## src/rtl/tdm_pkg.sv

```systemverilog
// -----------------------------------------------------------------------------
// tdm_pkg
// Shared definitions for the 4-slot TDM link: slot count, slot index width and
// the frame-alignment state type. Used by the tdm_demux_1to4 receiver and
// intended for the tdm_mux_4to1 transmitter as well.
// -----------------------------------------------------------------------------
package tdm_pkg;

    localparam int NUM_SLOTS = 4;
    localparam int SLOT_W    = 2;

    // Index of the slot that closes a frame.
    localparam logic [SLOT_W-1:0] LAST_SLOT = SLOT_W'(NUM_SLOTS - 1);

    typedef enum logic {
        HUNT   = 1'b0,
        LOCKED = 1'b1
    } tdm_state_e;

endpackage

```

## src/rtl/tdm_frame_tracker.sv

```systemverilog
// -----------------------------------------------------------------------------
// tdm_frame_tracker
// Frame alignment control for the TDM receiver: HUNT/LOCKED state, slot
// counter, consecutive-missing-marker counter and the sync error pulse.
// Ports:
//   clk, rst_n      clock, asynchronous active-low reset
//   i_valid         beat qualifier; nothing advances when low
//   i_sync          frame marker of the current beat
//   o_wr_en         store the current beat into shadow slot o_wr_slot
//   o_wr_slot       shadow slot index for this beat
//   o_frame_done    this beat is slot 3 of a good frame (combinational)
//   o_locked        registered: state is LOCKED
//   o_sync_err      registered one-cycle pulse: marker seen at slot != 0
// -----------------------------------------------------------------------------
module tdm_frame_tracker
    import tdm_pkg::*;
#(
    parameter int MISS_LIMIT = 3
) (
    input  logic              clk,
    input  logic              rst_n,
    input  logic              i_valid,
    input  logic              i_sync,
    output logic              o_wr_en,
    output logic [SLOT_W-1:0] o_wr_slot,
    output logic              o_frame_done,
    output logic              o_locked,
    output logic              o_sync_err
);

    localparam logic [3:0] MISS_LIMIT_V = 4'(MISS_LIMIT);

    tdm_state_e        r_state, w_next_state;
    logic [SLOT_W-1:0] r_slot, w_next_slot;
    logic [3:0]        r_miss_cnt, w_next_miss_cnt;
    logic              r_sync_err, w_next_sync_err;
    logic [3:0]        w_miss_inc;

    // Miss count never exceeds MISS_LIMIT-1 (<= 14), so the increment cannot wrap.
    assign w_miss_inc = r_miss_cnt + 4'd1;

    // NOTE: sequential state uses non-blocking assignments so every flop
    // samples the pre-edge values of the others.
    always_ff @(posedge clk or negedge rst_n) begin
        if (!rst_n) begin
            r_state    <= HUNT;
            r_slot     <= '0;
            r_miss_cnt <= '0;
            r_sync_err <= 1'b0;
        end else begin
            r_state    <= w_next_state;
            r_slot     <= w_next_slot;
            r_miss_cnt <= w_next_miss_cnt;
            r_sync_err <= w_next_sync_err;
        end
    end

    // NOTE: every output of this block gets a default first, so no branch can
    // leave one unassigned and infer a latch.
    always_comb begin
        w_next_state    = r_state;
        w_next_slot     = r_slot;
        w_next_miss_cnt = r_miss_cnt;
        w_next_sync_err = 1'b0;
        o_wr_en         = 1'b0;
        o_wr_slot       = r_slot;
        o_frame_done    = 1'b0;

        if (i_valid) begin
            case (r_state)
                HUNT: begin
                    if (i_sync) begin
                        o_wr_en         = 1'b1;
                        o_wr_slot       = '0;
                        w_next_slot     = SLOT_W'(1);
                        w_next_miss_cnt = '0;
                        w_next_state    = LOCKED;
                    end
                end
                LOCKED: begin
                    if (i_sync && (r_slot != '0)) begin
                        // Misaligned marker: drop the partial frame and restart at slot 0.
                        w_next_sync_err = 1'b1;
                        o_wr_en         = 1'b1;
                        o_wr_slot       = '0;
                        w_next_slot     = SLOT_W'(1);
                        w_next_miss_cnt = '0;
                    end else if (r_slot == '0) begin
                        if (i_sync) begin
                            w_next_miss_cnt = '0;
                            o_wr_en         = 1'b1;
                            w_next_slot     = SLOT_W'(1);
                        end else if (w_miss_inc == MISS_LIMIT_V) begin
                            w_next_state    = HUNT;
                            w_next_slot     = '0;
                            w_next_miss_cnt = '0;
                        end else begin
                            // Marker missing but frame timing is trusted until the limit.
                            w_next_miss_cnt = w_miss_inc;
                            o_wr_en         = 1'b1;
                            w_next_slot     = SLOT_W'(1);
                        end
                    end else begin
                        o_wr_en      = 1'b1;
                        o_frame_done = (r_slot == LAST_SLOT);
                        w_next_slot  = r_slot + SLOT_W'(1);  // 3 wraps to 0
                    end
                end
                default: begin
                    w_next_state = HUNT;
                end
            endcase
        end
    end

    assign o_locked   = (r_state == LOCKED);
    assign o_sync_err = r_sync_err;

endmodule

```

## src/rtl/tdm_demux_1to4.sv

```systemverilog
// -----------------------------------------------------------------------------
// tdm_demux_1to4
// Receive end of the 4:1 TDM link. Collects slots 0..2 in a shadow register
// and, on the slot-3 beat, updates all four channels at once.
// Ports:
//   clk, rst_n   clock, asynchronous active-low reset
//   din          slot data (WIDTH bits)
//   din_valid    qualifies din and frame_sync
//   frame_sync   marks slot 0
//   data_out     channel k at [k*WIDTH +: WIDTH]; holds until the next frame
//   out_valid    one-cycle pulse when data_out updates
//   locked       frame alignment acquired
//   sync_err     one-cycle pulse on a marker at slot != 0 while locked
// -----------------------------------------------------------------------------
module tdm_demux_1to4
    import tdm_pkg::*;
#(
    parameter int WIDTH      = 1,
    parameter int MISS_LIMIT = 3
) (
    input  logic                     clk,
    input  logic                     rst_n,
    input  logic [WIDTH-1:0]         din,
    input  logic                     din_valid,
    input  logic                     frame_sync,
    output logic [NUM_SLOTS*WIDTH-1:0] data_out,
    output logic                     out_valid,
    output logic                     locked,
    output logic                     sync_err
);

    logic                       w_wr_en;
    logic [SLOT_W-1:0]          w_wr_slot;
    logic                       w_frame_done;

    // Slot 3 goes straight from din into data_out, so only slots 0..2 are held.
    logic [WIDTH-1:0]           r_shadow [NUM_SLOTS-1];
    logic [NUM_SLOTS*WIDTH-1:0] r_data_out;
    logic                       r_out_valid;

    tdm_frame_tracker #(
        .MISS_LIMIT (MISS_LIMIT)
    ) u_tracker (
        .clk          (clk),
        .rst_n        (rst_n),
        .i_valid      (din_valid),
        .i_sync       (frame_sync),
        .o_wr_en      (w_wr_en),
        .o_wr_slot    (w_wr_slot),
        .o_frame_done (w_frame_done),
        .o_locked     (locked),
        .o_sync_err   (sync_err)
    );

    // NOTE: the shadow is a handful of flops, not a RAM, so it is reset with
    // everything else; a reset mid-frame leaves no stale partial data.
    always_ff @(posedge clk or negedge rst_n) begin
        if (!rst_n) begin
            for (int k = 0; k < NUM_SLOTS - 1; k++) begin
                r_shadow[k] <= '0;
            end
            r_data_out  <= '0;
            r_out_valid <= 1'b0;
        end else begin
            r_out_valid <= w_frame_done;
            for (int k = 0; k < NUM_SLOTS - 1; k++) begin
                if (w_wr_en && (w_wr_slot == SLOT_W'(k))) begin
                    r_shadow[k] <= din;
                end
            end
            if (w_frame_done) begin
                r_data_out <= {din, r_shadow[2], r_shadow[1], r_shadow[0]};
            end
        end
    end

    assign data_out  = r_data_out;
    assign out_valid = r_out_valid;

endmodule

```

## config.mk

```make
export PLATFORM = sky130hd
export DESIGN_NAME = tdm_demux_1to4
export DESIGN_NICKNAME = d
export VERILOG_FILES = /design/src/rtl/tdm_pkg.sv /design/src/rtl/tdm_frame_tracker.sv /design/src/rtl/tdm_demux_1to4.sv
export SDC_FILE = /design/constraint.sdc
export NUM_CORES = 1
export LEC_CHECK = 0
export CORE_MARGIN = 3
export CORE_UTILIZATION = 52
export DETAILED_ROUTE_END_ITERATION = 12
export HOLD_SLACK_MARGIN = 0.1
export PLACE_DENSITY = 0.76
export SYNTH_ARGS = -nofsm -noshare
export SYNTH_HDL_FRONTEND = slang
export SYNTH_SLANG_ARGS = --single-unit
```

## constraint.sdc

```tcl
create_clock -name clk -period 2.2 [get_ports clk]
set_clock_uncertainty 0.15 [all_clocks]
set_input_delay 0.22 -clock clk [delete_from_list [all_inputs] [get_ports clk]]
set_output_delay 0.22 -clock clk [all_outputs]
set_load 0.1 [all_outputs]
```

Word level (Yosys, flattened, before mapping) --
Cells that the tools add are included.
Cells by class: $add $sub $neg 2, equal/unequal tests 6, muxes and demuxes 30, bitwise logic cells 1, reduce and logical (&&, ||, !) cells 9
Operators by type and width (count):
- $mux 4 | 5
- $mux 1 | 14
- $mux 2 | 7
- $pmux 2 s2 | 2
- $pmux 4 s2 | 1
- $add 4x1->4 const B | 1
- $eq 2x2->1 const B | 2
- $eq 4x2->1 const B | 1
- $logic_and 1x1->1 | 4
- $logic_not 2->1 | 2
- $ne 3x3->1 const B | 1
- $reduce_and 3->1 | 1
- $add 2x1->2 const B | 1
- $eq 2x1->1 const B | 1
- $ne 2x2->1 const B | 1
- $pmux 1 s2 | 1
- $reduce_and 2->1 | 1
- $reduce_bool 2->1 | 1
- $not 1->1 | 1
Word-level totals: register bits after elaboration 16, input port bits 5, output and inout bits 7, word-level logic and storage cells 57

Depth between registers and ports, before layout --
Gate-level depths: netlist of run 1.
depth in word-level cells 9, mapped depth 7, depth with buffers taken out 7

Cells and area by module --
Synthesis of run 1 repeated with hierarchy kept, for this count alone.
Unflattened totals: cells, all modules 82, area total of the unflattened synthesis 869.6 µm²
By module, submodules not included:
- tdm_frame_tracker | instances 1, cells each 64, area each 563.0 µm²
- tdm_demux_1to4 | instances 1, cells each 18, area each 306.5 µm²

Worst setup path after synthesis of run 1 --
OpenSTA, ideal clock, no wires.
path type register to register, start point register u_tracker.r_state (netlist: u_tracker.o_locked), end point register r_data_out[0] (netlist: data_out[0]), arrival time 1.797 ns, data required time 1.924 ns, setup slack 0.127 ns, stages on the path, launching flop included 5, buffers on the path 0, clock period less this slack 2.073 ns, cells stage by stage dfrtp_1 > nand2_2 > a21oi_1 > nand2_1 > mux2_2
Between the ends: longest elaborated chain between the ends 2
Ends and longest elaborated chain:
- start, declared | line tdm_frame_tracker.sv:33 | tdm_state_e r_state, w_next_state;
- start signal, assigned | line tdm_frame_tracker.sv:51 | r_state <= w_next_state;
- $mux 1 | line tdm_frame_tracker.sv:70 | case (r_state)
- $mux 1 | line tdm_frame_tracker.sv:69 | if (i_valid) begin
- end signal, assigned | line tdm_demux_1to4.sv:72 | r_data_out <= {din, r_shadow[2], r_shadow[1], r_shadow[0]};
- end, declared | line tdm_demux_1to4.sv:38 | logic [NUM_SLOTS*WIDTH-1:0] r_data_out;
Every way passes these cells. A chain may end at the register's enable or synchronous reset.

Worst setup path in the final report of run 1 --
start point register u_tracker.r_slot[0], end point register u_tracker.r_miss_cnt[3]
Between the ends: longest elaborated chain between the ends 4, elaborated cells between the ends (all ways) 7
Ends and longest elaborated chain:
- start, declared | line tdm_frame_tracker.sv:34 | logic [SLOT_W-1:0] r_slot, w_next_slot;
- start signal, assigned | line tdm_frame_tracker.sv:52 | r_slot <= w_next_slot;
- $reduce_bool 2->1 | line tdm_frame_tracker.sv:81 | if (i_sync && (r_slot != '0)) begin
- $logic_and 1x1->1 | line tdm_frame_tracker.sv:81
- $ne 3x3->1 (no line) or $mux 4 (tied branches)
- $reduce_and 3->1 (no line) or $pmux 4 s2 (tied branches)
- end signal, assigned | line tdm_frame_tracker.sv:53 | r_miss_cnt <= w_next_miss_cnt;
- end, declared | line tdm_frame_tracker.sv:35 | logic [3:0] r_miss_cnt, w_next_miss_cnt;
Several ways; a longest one is shown, not always the timed one.

==> out/metrics.yaml, run 1 <==
global_route:
  met2_usage: 0.247
  use_met3: 0.0536
  grt_overflow: 0
  antenna_found_initial: 0
  busiest_layer: "met2"
  grt_max_degree: 17
  grtUsageTotal: 0.176
  grt_pass1_wl_um: 2650
  grt_pass1_vias: 600
  use_met1: 0.230
routing:
  vias: 690
  post-route-drc-count: 0
  ant_nets: 0
  drt_iter0_drc: 26
  routedWlPerCell_um: 14.6
  dr.pass1.iters: 5
  routed_wl_um: 1660
  avgViaCountPerCell: 6.11
critical_path:
  path_cells: "inv_1 -> ha_1 -> and2_1 -> and4_2 -> o21ai_0 -> a22o_1"
  reg2reg_from: "u_tracker.r_slot[0]"
  arrival_ps: 1960
  cp_top_family: "simple AND/OR/NAND/NOR gates"
  crit_path_end_kind: "flip-flop"
  slowest_stage: "dfrtp_1"
  cp.required_ps: 2230
  r2r_end: "u_tracker.r_miss_cnt[3]"
  path_buf_inv: 1
  crit_path_max_fanout: 6
  criticalPathCategory: "reg2reg"
  startpoint_type: "flip-flop"
  r2r_cells: 6
  reg2reg_slack_ps: 270
  slowest_delay_ps: 450
floorplanning:
  num_rows: 14
  die_area_mm2: 0.00220
  coreArea_mm2: 0.00154
  initial_core_util: 0.565
  chipHeight_um: 46.9
  io_pins: 12
  die_w_um: 46.9
sta:
  fmax_mhz: 519
  min_period_over_period: 0.876
  setup_violations: 0
  layout_setup_ws_ps: 273
  period_needed_ps: 1930
  relSlewSlack: 0.523
  rsz0062_at_grt: "no"
  worst_slew_pin_slew_ps: 714
  report.final.hold_viol_count: 0
  slew_violations: 0
  setup_tns_ps: 0
synthesis:
  yosysMostFrequentCell: "dfrtp_1"
  synthesis.area_um2: 871
  yosysUniqueCellTypes: 36
  synthTopCellsByCount: "dfrtp_1, nand2_1, inv_1, nand3_1, o21ai_0"
  synth_top_area_share: 0.460
  ys_async_sr_fraction: 1.00
  synth_edf_count: 0
  synth_area_leaders: "dfrtp_1, ha_1, mux2_2"
  syn_avg_cell_area_um2: 10.5
  synth_cells: 83
  seq_area_frac_synth: 0.460
  synth_ff_type: "dfrtp_1"
  synth-seq-cells: 16
  synth_nets: 92
  ys_warn_count: 0
  yosysTopAreaCell: "dfrtp_1"
power_and_ir_drop:
  power_frac_comb: 0.473
  irDropWorstVdd_mv: 0.905
  power.density_mw_per_mm2: 1180
  p_int_mw: 0.627
  swShare: 0.476
  total_power_mw: 1.20
  p_leak_nw: 0.471
  p_sw_mw: 0.570
  power.share.clock: 0.163
  seq_power_share: 0.363
clock_network:
  clk_path_buf_depth: 2
  cts_post_setup_buffers_inserted: 0
  path_clk_slew_ps: 100
  cts_tree: "built"
  clkSinkCount: 16
  ctsResizeCount: 0
  cts_made_buffers: 3
  ctsHoldBuffers: 0
  clock_latency_ps: 290
  h-tree-depth: 1
  clock-root-buffer: "clkbuf_4"
placed_design:
  io_buffers: 11
  pre_cts_slack_ps: 211
  gp_congestion: 0.889
  dp_hpwl_um: 1160
final_layout:
  fin_nets: 107
  antenna_cells: 0
  drive_above_1_share: 0.237
  fill_cells: 124
  multi_input_area_um2: 439
  regArea_um2: 400
  syn2layout_area_growth_pct: 16.5
min_path:
  min_path_type: "in2async"
status:
  outcome: "finished, final reports clean"
flow_run:
  drv_cap: 0
-- stage by stage --
step | hold slack (ps) | instances | utilization | instance area [um2]
final | 198 | 113 | 0.658 | 1010
after global routing | 232 | 113 | 0.658 | 1010
after CTS | 226 | 113 | 0.658 | 1010
after detailed placement | 330 | 109 | 0.635 | 978
after global placement | 320 | 109 | 0.635 | 978
after floorplan | -226 | 83 | - | 871
-- area by class of cell --
cell class | instances | share of cell area
sequential | 16 | 0.395
clock buffer | 4 | 0.0358
tap | 16 | 0.0197
multi-input combinational | 60 | 0.433
inverter | 5 | 0.0185
timing repair buffer | 12 | 0.0986
-- power groups by stage --
stage / Combinational (mW) / Sequential (mW) / Clock (mW)
after detailed placement: 0.568 / 0.440 / 0
final: 0.567 / 0.435 / 0.195
after global routing: 0.602 / 0.446 / 0.213
after floorplan: 0.155 / 0.726 / 0
after global placement: 0.563 / 0.438 / 0
after CTS: 0.569 / 0.434 / 0.198
-- placed cells by master (no fill, tap or decap), types with 2 or more instances in the layout --
cell type	count
inv_1	5
nor2_1	2
nand3_1	5
a21oi_1	3
clkbuf_4	3
buf_4	8
o21ai_0	5
mux2_2	4
a22o_1	4
nand2_1	6
clkdlybuf4s50_1	4
ha_1	4
and3_1	2
dfrtp_1	16
nand2b_1	2
o21ai_1	2
-- registers in the layout, summed over array words and instances, names as in the netlist --
register / flops
out_valid: 1
u_tracker.r_slot: 2
u_tracker.r_miss_cnt: 4
u_tracker.o_sync_err: 1
u_tracker.o_locked: 1
data_out: 4
r_shadow: 3
-- worst register-to-register path, delay by kind of cell (launching register included) --
kind,cells,cell delay [ps]
compound gates,2,330
fa+ha+maj,1,250
buf+inv,1,150
flops,1,450
simple gates,2,500
-- layer usage --
metal	wire, um	part of all wire
met4	61	0.037
met5	0	0
met3	103	0.062
met2	729	0.44
met1	760	0.46
-- worst max path at each step --
stage | cells past startpoint | slack [ps] | endpoint | start
after floorplan | 4 | 130 | data_out[0] | u_tracker.o_locked
after global placement | 5 | 260 | data_out[3] | din_valid
after detailed placement | 5 | 210 | data_out[3] | din_valid
after CTS | 6 | 270 | r_shadow[1] | u_tracker.r_miss_cnt[0]
after global routing | 7 | 150 | r_shadow[0] | u_tracker.r_slot[0]
final | 6 | 270 | u_tracker.r_miss_cnt[3] | u_tracker.r_slot[0]
-- kinds of logic (layout without fill, tap and decap cells) --
group	Yosys count	after routing	synth area share
mux	6	6	0.0761
flops	16	16	0.460
fa+ha+maj	4	4	0.0575
compound gates	22	22	0.172
buf+inv	7	21	0.0359
simple gates	28	28	0.198
Note: power is estimated with default switching activity, not from simulation.
==> run 2, diff against run 1 <==
--- a/config.mk
+++ b/config.mk
@@ -6,10 +6,10 @@
 export NUM_CORES = 1
 export LEC_CHECK = 0
 export CORE_MARGIN = 3
-export CORE_UTILIZATION = 52
+export CORE_UTILIZATION = 45
 export DETAILED_ROUTE_END_ITERATION = 12
 export HOLD_SLACK_MARGIN = 0.1
-export PLACE_DENSITY = 0.76
+export PLACE_DENSITY = 0.68
 export SYNTH_ARGS = -nofsm -noshare
 export SYNTH_HDL_FRONTEND = slang
 export SYNTH_SLANG_ARGS = --single-unit
==> out/metrics.yaml, run 2 (synthesis results as in run 1) <==
final_layout:
  final_common_cell: "dfrtp_1"
  fin_nets: 107
  fill_cells: 147
  mostFrequentLayoutCells: "dfrtp_1, buf_4, nand2_1"
  regArea_um2: 400
  drive_above_1_share: 0.237
  antenna_cells: 0
  syn2layout_area_growth_pct: 17.8
  multi_input_area_um2: 439
  fin_area_mm2: 0.00103
global_route:
  busiest_layer: "met1"
  grt_pass1_vias: 568
  met2_usage: 0.191
  grt_overflow: 0
  antenna_found_initial: 0
  use_met1: 0.197
  grt_max_degree: 17
  grtUsageTotal: 0.134
  use_met3: 0.0514
  grt_pass1_wl_um: 2590
sta:
  rsz0062_at_grt: "no"
  report.final.hold_viol_count: 0
  worst_slew_pin_slew_ps: 665
  layout_setup_ws_ps: 281
  relSlewSlack: 0.555
  setup_violations: 0
  hold_ws_ps: 188
  slew_violations: 0
  min_period_over_period: 0.872
  setup_tns_ps: 0
  period_needed_ps: 1920
  fmax_mhz: 521
placed_design:
  io_buffers: 11
  place_area_um2: 990
  dp_hpwl_um: 1130
  gp_congestion: 0.785
  pre_cts_slack_ps: 203
critical_path:
  crit_path_max_fanout: 7
  reg2reg_slack_ps: 280
  startpoint_type: "flip-flop"
  arrival_ps: 1940
  crit_path_end_kind: "flip-flop"
  criticalPathCategory: "reg2reg"
  cp.required_ps: 2220
clock_network:
  h-tree-depth: 1
  clock_latency_ps: 280
  path_clk_slew_ps: 90
  cts_post_setup_buffers_inserted: 0
  clk_path_buf_depth: 2
  clock-root-buffer: "clkbuf_4"
  ctsResizeCount: 0
  clkSinkCount: 16
  ctsHoldBuffers: 0
  cts_made_buffers: 3
  cts_tree: "built"
routing:
  avgViaCountPerCell: 5.37
  post-route-drc-count: 0
  dr.pass1.iters: 4
  ant_nets: 0
  drt_iter0_drc: 14
  routedWlPerCell_um: 12.2
  vias: 655
  routed_wl_um: 1490
floorplanning:
  die_area_mm2: 0.00250
  coreArea_mm2: 0.00178
  initial_core_util: 0.488
  die_w_um: 50.0
  num_rows: 15
  io_pins: 12
  chipHeight_um: 50.0
min_path:
  min_path_type: "in2async"
power_and_ir_drop:
  irDropWorstVdd_mv: 0.579
  total_power_mw: 1.18
  p_leak_nw: 0.471
  power.density_mw_per_mm2: 1150
status:
  outcome: "finished, final reports clean"
flow_run:
  drv_cap: 0
-- run 2: final timing paths --
path,depth (start not counted),end,start
min in group clk,1,data_out[0],data_out[0]
hold / removal,1,u_tracker.r_miss_cnt[1],rst_n
setup reg to reg,6,r_shadow[1],u_tracker.r_miss_cnt[0]
hold reg to reg,1,data_out[0],data_out[0]
setup / recovery,6,r_shadow[1],u_tracker.r_miss_cnt[0]
max in group asynchronous,1,data_out[1],rst_n
-- run 2: per-stage QoR --
stage	cells	utilization
after CTS	122	0.575
after floorplan	83	-
after detailed placement	118	0.555
after global routing	122	0.575
final	122	0.575
after global placement	118	0.555
-- run 2: cell type report --
class                           count  share of cell area
Inverter                            5              0.0183
Timing Repair Buffer               12              0.0976
Sequential cell                    16               0.390
Multi-Input combinational cell     60               0.428
Clock buffer                        4              0.0354
Tap cell                           25              0.0305
-- run 2: report_power, final --
group          internal [mW]  leakage, nW  switching [mW]
sequential             0.375        0.198          0.0570
clock                  0.101       0.0210          0.0871
combinational          0.152        0.253           0.411
total                  0.628        0.471           0.555
-- run 2: worst max-delay path: stages (launching register included) --
cell and delay [ps]:
dfrtp_1 460, inv_1 70, ha_1 210, nor4b_2 160, o21a_2 260, nor3_2 170
mux2_1 330
-- run 2: metal layers --
metal / vias to the layer above / share of wire
li1: 333 / -
met1: 302 / 0.48
met2: 18 / 0.45
met3: 2 / 0.062
met4: 0 / 0.0054
met5: - / 0
